`config.mk`:
```
export PLATFORM = sky130hd
export DESIGN_NAME = rr_grant_encoder
export DESIGN_NICKNAME = d
export VERILOG_FILES = /design/src/rtl/rr_grant_encoder.sv
export SDC_FILE = /design/constraint.sdc
export NUM_CORES = 1
export LEC_CHECK = 0
export BUFFER_PORTS_ARGS = -buffer_cell sky130_fd_sc_hd__buf_2
export CAP_MARGIN = 5
export CORE_MARGIN = 2
export CORE_UTILIZATION = 50
export CTS_BUF_LIST = sky130_fd_sc_hd__clkbuf_8
export DETAILED_ROUTE_END_ITERATION = 10
export GPL_ROUTABILITY_DRIVEN = 0
export PLACE_DENSITY = 0.72
export RECOVER_POWER = 100
export SETUP_SLACK_MARGIN = 0.4
export SYNTH_ARGS = -nofsm -noshare
export SYNTH_HDL_FRONTEND = slang
export SYNTH_SLANG_ARGS = --single-unit
```
`constraint.sdc`:
```
create_clock -name clk -period 1.6 [get_ports clk]
set_input_delay 0.32 -clock clk [delete_from_list [all_inputs] [get_ports clk]]
set_output_delay 0.32 -clock clk [all_outputs]
set_load 0.01 [all_outputs]
```
`src/rtl/rr_grant_encoder.sv`:
```
// Four-requester round-robin arbiter producing a binary grant index for a 2-to-4 decoder.
// Owns grant hold, release and the optional MAX_HOLD timeout; all outputs are registered.
module rr_grant_encoder #(
    parameter int MAX_HOLD = 15,
    parameter int CNT_W    = 8
) (
    input  logic       clk,
    input  logic       rst_n,
    input  logic [3:0] req,
    input  logic       done,
    output logic [1:0] grant_idx,
    output logic       grant_vld,
    output logic       timeout
);

    typedef enum logic [1:0] {
        IDLE    = 2'd0,
        GRANT   = 2'd1,
        RELEASE = 2'd2
    } state_t;

    localparam bit               HOLD_EN   = (MAX_HOLD != 0);
    localparam logic [CNT_W-1:0] HOLD_LAST = HOLD_EN ? CNT_W'(MAX_HOLD - 1) : '0;

    if (MAX_HOLD < 0 || MAX_HOLD > 255 || (2 ** CNT_W) <= MAX_HOLD) begin : g_param_check
        $error("rr_grant_encoder: MAX_HOLD must be 0..255 and fit in CNT_W bits");
    end

    state_t           state;
    logic [CNT_W-1:0] hold_cnt;
    logic [1:0]       last;
    logic [1:0]       winner;
    logic [1:0]       cand;

    // Scan from last+4 down to last+1 so the nearest requester after 'last' is written last.
    always_comb begin
        winner = last;
        cand   = last;
        for (int i = 4; i >= 1; i--) begin
            cand = last + 2'(i);
            if (req[cand]) begin
                winner = cand;
            end
        end
    end

    always_ff @(posedge clk or negedge rst_n) begin
        if (!rst_n) begin
            state     <= IDLE;
            grant_idx <= 2'b00;
            grant_vld <= 1'b0;
            timeout   <= 1'b0;
            hold_cnt  <= '0;
            last      <= 2'd3;
        end else begin
            timeout <= 1'b0;
            case (state)
                IDLE: begin
                    if (|req) begin
                        grant_idx <= winner;
                        grant_vld <= 1'b1;
                        last      <= winner;
                        hold_cnt  <= '0;
                        state     <= GRANT;
                    end
                end
                GRANT: begin
                    // A normal release outranks the timeout when both happen on one edge.
                    if (done || !req[grant_idx]) begin
                        grant_vld <= 1'b0;
                        state     <= RELEASE;
                    end else if (HOLD_EN && hold_cnt == HOLD_LAST) begin
                        grant_vld <= 1'b0;
                        timeout   <= 1'b1;
                        state     <= RELEASE;
                    end else if (hold_cnt != '1) begin
                        hold_cnt <= hold_cnt + CNT_W'(1);
                    end
                end
                RELEASE: begin
                    state <= IDLE;
                end
                default: begin
                    state <= IDLE;
                end
            endcase
        end
    end

endmodule

```
==> results by group, run 1 <==
Run status
  – Status: finished, violations left
  – Failing checks: setup timing

Layout
  – Final Non-Filler Cells: 177
  – P&R area growth vs syn: 57.6%
  – Final Net Count: 160
  – # diodes: 0
  – Share of layout cells above drive strength 1: 0.527

Drt
  – Post-DRT Antenna Nets: 0
  – Number of vias per cell: 6.72
  – TritonRoute pass-1 iters: 4
  – DRC: 0
  – Drt total wl: 3.62 mm
  – WL/cell: 20.5 um
  – DR vias: 1190
  – Initial DRC Count: 48

Hold path
  – Worst hold stages: 4
  – Worst Hold Class: in -> reg

Power
  – Pleak: 0.000683 uW
  – Total power: 2690 uW
  – Maximum VDD drop: 0.00144 V
  – Pwr/cell area: 1650 nW/um2

Die
  – Die width: 49.5 um
  – # rows: 16
  – Die area: 2450 um2
  – Die Y: 49.5 um
  – Core area: 1960 um2
  – Starting density of the core: 0.527
  – I/O pin cnt: 11

Synth
  – Number of synthesized flops with an enable pin: 0
  – Post-Synthesis Cell Area: 1030 um2
  – Top_reg_cell synth: dfrtp_1
  – Flops & latches, synth: 16
  – Ys Warns: 0
  – Mapped Cells: 116
  – Unique masters post-synth: 45
  – Sequential area share after synthesis: 0.390
  – Syn nets: 125
  – Async set-reset flop share out of synthesis: 1.00
  – Syn_area_per_cell: 8.91 um2

Critical path
  – WP buf/inv: 0
  – Kind of critical path: reg -> reg
  – Worst endpoint required time: 1.73 ns
  – Crit-path max cell delay: 0.45 ns
  – Crit path arrival time: 1.73 ns
  – CP Depth: 4
  – Worst Path Max Fanout: 5
  – Cells along the critical path: and2_1, nand4_1, o311ai_2, o31ai_2
  – CP max stage cell: dfrtp_1
  – Crit-path leading delay family: simple AND/OR/NAND/NOR gates
  – Worst Setup End Kind: flip-flop
  – Worst Setup Start Kind: flip-flop
  – R2r worst-path depth: 4

CTS
  – Worst skew pair latency: 0.26 ns
  – Clock-pin slew on the worst setup and hold paths: 0.07 ns
  – Clock root cell: clkbuf_8
  – H-tree Lvls: 1
  – CTS tree: yes
  – CTS sink cnt: 16
  – CTS Buffer Depth: 2
  – Total CTS buffers: 3

Timing
  – Hold Fails Final Rpt: 0
  – Worst-Margin Slew: 0.911 ns
  – Tmin final: 1.61 ns
  – Final period utilization: 1.00
  – Fin Clk Skew: 0.00827 ns
  – RSZ-0062 raised after global routing: true
  – Final WS setup: -0.00665 ns
  – Pins over their slew limit: 0
  – Final Setup Violations: 1
  – Worst slew margin: 0.393
  – Max Freq: 0.622 GHz

Placed design
  – Estimated wirelength of the detail-placed design: 1.94 mm
  – Dpl ws: -0.0223 ns
  – Buffers on Ports: 10
  – Inst Count DP: 157

GRT
  – First-pass GRT wire length: 5.18 mm
  – Pin count of the biggest net entering global routing: 17
  – Vias in the first global route: 1106
  – Gr usage total: 0.281
  – Remaining global-route overflow: 0
  – Initial antenna violation count: 0

Job
  – # Max-Cap Violations: 0
per-layer routing:
metal	wire, um	global-route usage	vias up	part of all wire
met5	0	0	-	0
met4	155	0.116	0	0.043
met3	281	0.0364	20	0.078
met2	1780	0.489	71	0.49
met1	1410	0.351	581	0.39
li1	-	-	518	-
repair_timing:
item,4_1_cts,5_1_grt
resized for setup,23,25
setup endpoints to repair,17,18
hold endpoints to repair,14,0
hold buffers,1,0
pin swaps,13,8
gates cloned,1,0
buffers inserted,11,3
Yosys cell counts, drive strengths merged (2+ instances only):
| cell | number | area, um2 |
|---|---|---|
| ha | 2 | 25.0 |
| a31oi | 4 | 25.0 |
| inv | 4 | 15.0 |
| and3 | 4 | 25.0 |
| o31ai | 5 | 37.5 |
| mux2 | 2 | 22.5 |
| buf | 4 | 20.0 |
| nor2b | 3 | 18.8 |
| dfrtp | 14 | 350 |
| nand2b | 7 | 43.8 |
| a21oi | 6 | 30.0 |
| o21ai | 6 | 33.8 |
| nand3 | 6 | 30.0 |
| mux2i | 2 | 20.0 |
| nand4 | 2 | 12.5 |
| nor2 | 4 | 15.0 |
| nor3 | 4 | 20.0 |
| o22ai | 2 | 12.5 |
| dfstp | 2 | 52.6 |
| o311ai | 3 | 26.3 |
| nand2 | 10 | 37.5 |
cells in the final DEF (no fill, tap or decap), types with 2 or more instances in the layout:
cell type	count
nand2b_1	5
clkbuf_8	3
buf_4	20
buf_6	4
nand3_1	5
o21ai_1	3
and3_4	2
nor2_1	3
mux2_4	2
o311ai_2	3
and3_1	2
clkbuf_1	3
dfrtp_2	4
dfrtp_1	10
nand4_1	2
dfstp_2	2
nand2b_4	2
inv_1	5
buf_2	5
o21ai_2	2
nor3_1	3
a31oi_1	3
o31ai_2	3
a21oi_1	5
nor2b_1	2
nand2_1	8
mux2i_2	2
where the power goes:
group | switching [uW] | leakage (uW) | internal (uW) | total (uW)
Sequential | 220 | 0.000200 | 552 | 772
Clock | 150 | 0.0000269 | 171 | 321
Combinational | 715 | 0.000456 | 881 | 1600
Total | 1090 | 0.000683 | 1600 | 2690
area by class of cell:
class,count,area [um2]
multi-input cells,91,838
flip-flops and latches,16,408
fillers,115,333
repair buffers,35,289
clock buffers,3,41.3
well taps,27,33.8
inverters,4,15.0
clock inverters,1,3.75
registers in the layout, indices dropped and copies added (netlist names):
name       cells
hold_cnt       8
grant_idx      2
last           2
state          2
grant_vld      1
timeout        1
worst register-to-register path, delay by kind of cell, from the launching register on:
kind            cells  cell delay, ns
flops               1            0.45
simple gates        2            0.56
compound gates      2            0.46
metrics by stage:
stage                      util  instance area (um2)  TNS (ns)  hold WS (ns)
after floorplan               -                 1120         0        0.0244
after global placement    0.617                 1210         0         0.247
after global routing      0.830                 1630   -0.0798         0.570
after CTS                 0.761                 1490         0         0.506
after detailed placement  0.617                 1210   -0.0461         0.246
final                     0.830                 1630  -0.00665         0.535
cells by family after synthesis:
logic type / after synthesis / share of synthesized area
and+or+nand+nor: 48 / 0.258
buffers and inverters: 9 / 0.0375
DFF: 16 / 0.390
AOI/OAI and AO/OA: 37 / 0.249
adders and majority gates: 2 / 0.0242
muxes: 4 / 0.0412
worst paths after layout:
path / from / endpoint / slack [ns]
min in group asynchronous: rst_n / grant_idx[1] / 0.70
max reg2reg: hold_cnt[2] / hold_cnt[7] / -0.007
max in group asynchronous: rst_n / grant_idx[0] / 0.28
min: req[2] / last[1] / 0.54
max: hold_cnt[2] / hold_cnt[7] / -0.007
min reg2reg: grant_vld / grant_vld / 0.54
Note: power is estimated with default switching activity, not from simulation.
==> run 2: changes to the inputs <==
--- a/config.mk
+++ b/config.mk
@@ -9,7 +9,6 @@
 export CAP_MARGIN = 5
 export CORE_MARGIN = 2
 export CORE_UTILIZATION = 50
-export CTS_BUF_LIST = sky130_fd_sc_hd__clkbuf_8
 export DETAILED_ROUTE_END_ITERATION = 10
 export GPL_ROUTABILITY_DRIVEN = 0
 export PLACE_DENSITY = 0.72
==> run 2 against run 1 <==
The run still ends with setup timing left. Largest power group unchanged. Register-to-register slack worse by 0.04 ns. First-iteration DRC count is 40% higher. Hold slack got worse by 0.016 ns. Sequential power decreased by 3.5%. Maximum frequency decreased by 2.5%. Clock-buffer cell count is 1 higher. Critical endpoint is now hold_cnt[4]. Via count grew 1.0%. Critical path depth up 1. Die area stayed put.
==> results by group, run 2 (same netlist as run 1, synthesis figures left out) <==
Critical path
  – Worst Setup End Kind: flip-flop
  – R2r worst-path depth: 5
  – Worst Setup Start Kind: flip-flop
  – Crit path arrival time: 1.80 ns
  – Cells along the critical path: nor4bb_4, a22oi_2, buf_6, o311ai_4, o31ai_2
  – Crit-path leading delay family: compound AO/OA/AOI/OAI gates
  – CP max stage cell: dfrtp_2
  – Reg-to-Reg Start: state[1]
  – Reg2reg end: hold_cnt[4]
  – CP Depth: 5
  – WP buf/inv: 1
  – Worst Path Max Fanout: 5
  – Worst R2R Setup Slack: -0.05 ns
  – Kind of critical path: reg -> reg
  – Worst endpoint required time: 1.76 ns
  – Crit-path max cell delay: 0.48 ns

CTS
  – H-tree Lvls: 1
  – CTS Buffer Depth: 2
  – Worst skew pair latency: 0.30 ns
  – Clock root cell: clkbuf_4
  – Total CTS buffers: 3
  – CTS tree: yes
  – Clock-pin slew on the worst setup and hold paths: 0.10 ns
  – CTS sink cnt: 16

GRT
  – Vias in the first global route: 1137
  – First-pass GRT wire length: 5.39 mm
  – Initial antenna violation count: 0
  – Remaining global-route overflow: 0
  – Gr usage total: 0.283
  – Pin count of the biggest net entering global routing: 17

Layout
  – Max reg flops: 8
  – Final Cell Area: 1660 um2
  – Final Net Count: 165
  – P&R area growth vs syn: 60.5%
  – Register name with the most flops: hold_cnt
  – Most frequent cells in the layout: buf_4 (23), dfrtp_1 (10), nand2_1 (8)
  – Final Non-Filler Cells: 182
  – Most common cell after layout, fill and taps aside: buf_4
  – Share of layout cells above drive strength 1: 0.542
  – # diodes: 0

Power
  – Maximum VDD drop: 0.00123 V
  – Pleak: 0.000691 uW
  – Pwr/cell area: 1610 nW/um2
  – Total power: 2660 uW

Timing
  – Max Freq: 0.607 GHz
  – Fin Clk Skew: 0.0127 ns
  – Hold Fails Final Rpt: 0
  – Worst slew margin: 0.406
  – Worst-Margin Slew: 0.891 ns
  – RSZ-0062 raised after global routing: true
  – Final Setup Violations: 2
  – Fin Setup TNS: -0.0639 ns
  – Final hold slack: 0.520 ns
  – Tmin final: 1.65 ns
  – Final WS setup: -0.0477 ns
  – Pins over their slew limit: 0
  – Final period utilization: 1.03

Hold path
  – Hold Path Sink: last[0]
  – Worst hold stages: 4
  – Worst Hold Class: in -> reg
  – Hold Crit Start: req[1]

Die
  – Die Y: 49.5 um
  – Die width: 49.5 um
  – Die area: 2450 um2
  – I/O pin cnt: 11
  – Starting density of the core: 0.527
  – # rows: 16
  – Core area: 1960 um2

Placed design
  – Estimated wirelength of the detail-placed design: 1.94 mm
  – Inst Count DP: 157
  – Post-DP Area: 1210 um2
  – Buffers on Ports: 10

Drt
  – Initial DRC Count: 67
  – TritonRoute pass-1 iters: 5
  – Post-DRT Antenna Nets: 0
  – Drt total wl: 3.92 mm
  – DR vias: 1202
  – DRC: 0
  – WL/cell: 21.5 um
  – Number of vias per cell: 6.60

Run status
  – Failing checks: setup timing
  – Status: finished, violations left

Job
  – # Max-Cap Violations: 0
-- run 2: cell types whose count changed in the layout (fill, tap and decap cells not counted), moves of 2 or more --
cell | previous run | this run
mux2i_2 | 2 | 0
clkbuf_8 | 3 | 0
buf_4 | 20 | 23
clkbuf_4 | 0 | 3
mux2i_1 | 0 | 2
o21ai_1 | 3 | 5
o311ai_4 | 0 | 3
a21oi_2 | 0 | 2
o311ai_2 | 3 | 0
-- run 2: worst register-to-register path: cells and delay by family, from the launching register on --
kind                   cells  cell delay, ns
AOI/OAI and AO/OA          3            0.53
buffers and inverters      1            0.16
DFF                        1            0.48
and+or+nand+nor            1            0.33
-- run 2: power breakdown --
part / leakage (uW) / total (uW) / switching, uW / internal, uW
sequential: 0.000200 / 745 / 194 / 551
clock: 0.0000150 / 232 / 135 / 97.1
combinational: 0.000476 / 1690 / 773 / 914
-- run 2: cell type report --
type | instances | area, um2
tap | 27 | 33.8
multi-input combinational | 91 | 848
timing repair buffer | 40 | 328
clock buffer | 4 | 26.3
inverter | 4 | 15.0
sequential | 16 | 408
fill | 112 | 303
-- run 2: routing by layer --
metal,vias up,GRT usage,wire length (um)
li1,526,-,-
met1,570,0.363,1450
met2,82,0.518,1980
met3,24,0.0333,264
met4,0,0.0509,230
met5,-,0,0
-- run 2: stage by stage --
step | setup WS [ns] | util
5_1_grt | -0.102 | 0.846
4_1_cts | 0.0483 | 0.762
2_1_floorplan | 0.0946 | -
3_5_place_dp | -0.0223 | 0.617
3_3_place_gp | 0.0176 | 0.617
6_report | -0.0477 | 0.846
-- run 2: what timing repair did --
item / 4_1_cts / 5_1_grt
hold endpoints to repair: 14 / 0
setup endpoints to repair: 18 / 18
gates resized for setup: 24 / 26
buffers inserted: 13 / 6
hold buffers: 1 / 0
pin swaps: 13 / 9
cloned: 1 / 0
-- run 2: worst max-delay path by stage --
stage                 start           to  slack, ns
5_1_grt            state[1]  hold_cnt[4]      -0.10
6_report           state[1]  hold_cnt[4]      -0.05
3_5_place_dp           done  hold_cnt[6]      -0.02
4_1_cts        grant_idx[0]  hold_cnt[6]       0.05
2_1_floorplan        req[0]      last[1]       0.09
3_3_place_gp           done  hold_cnt[6]       0.02
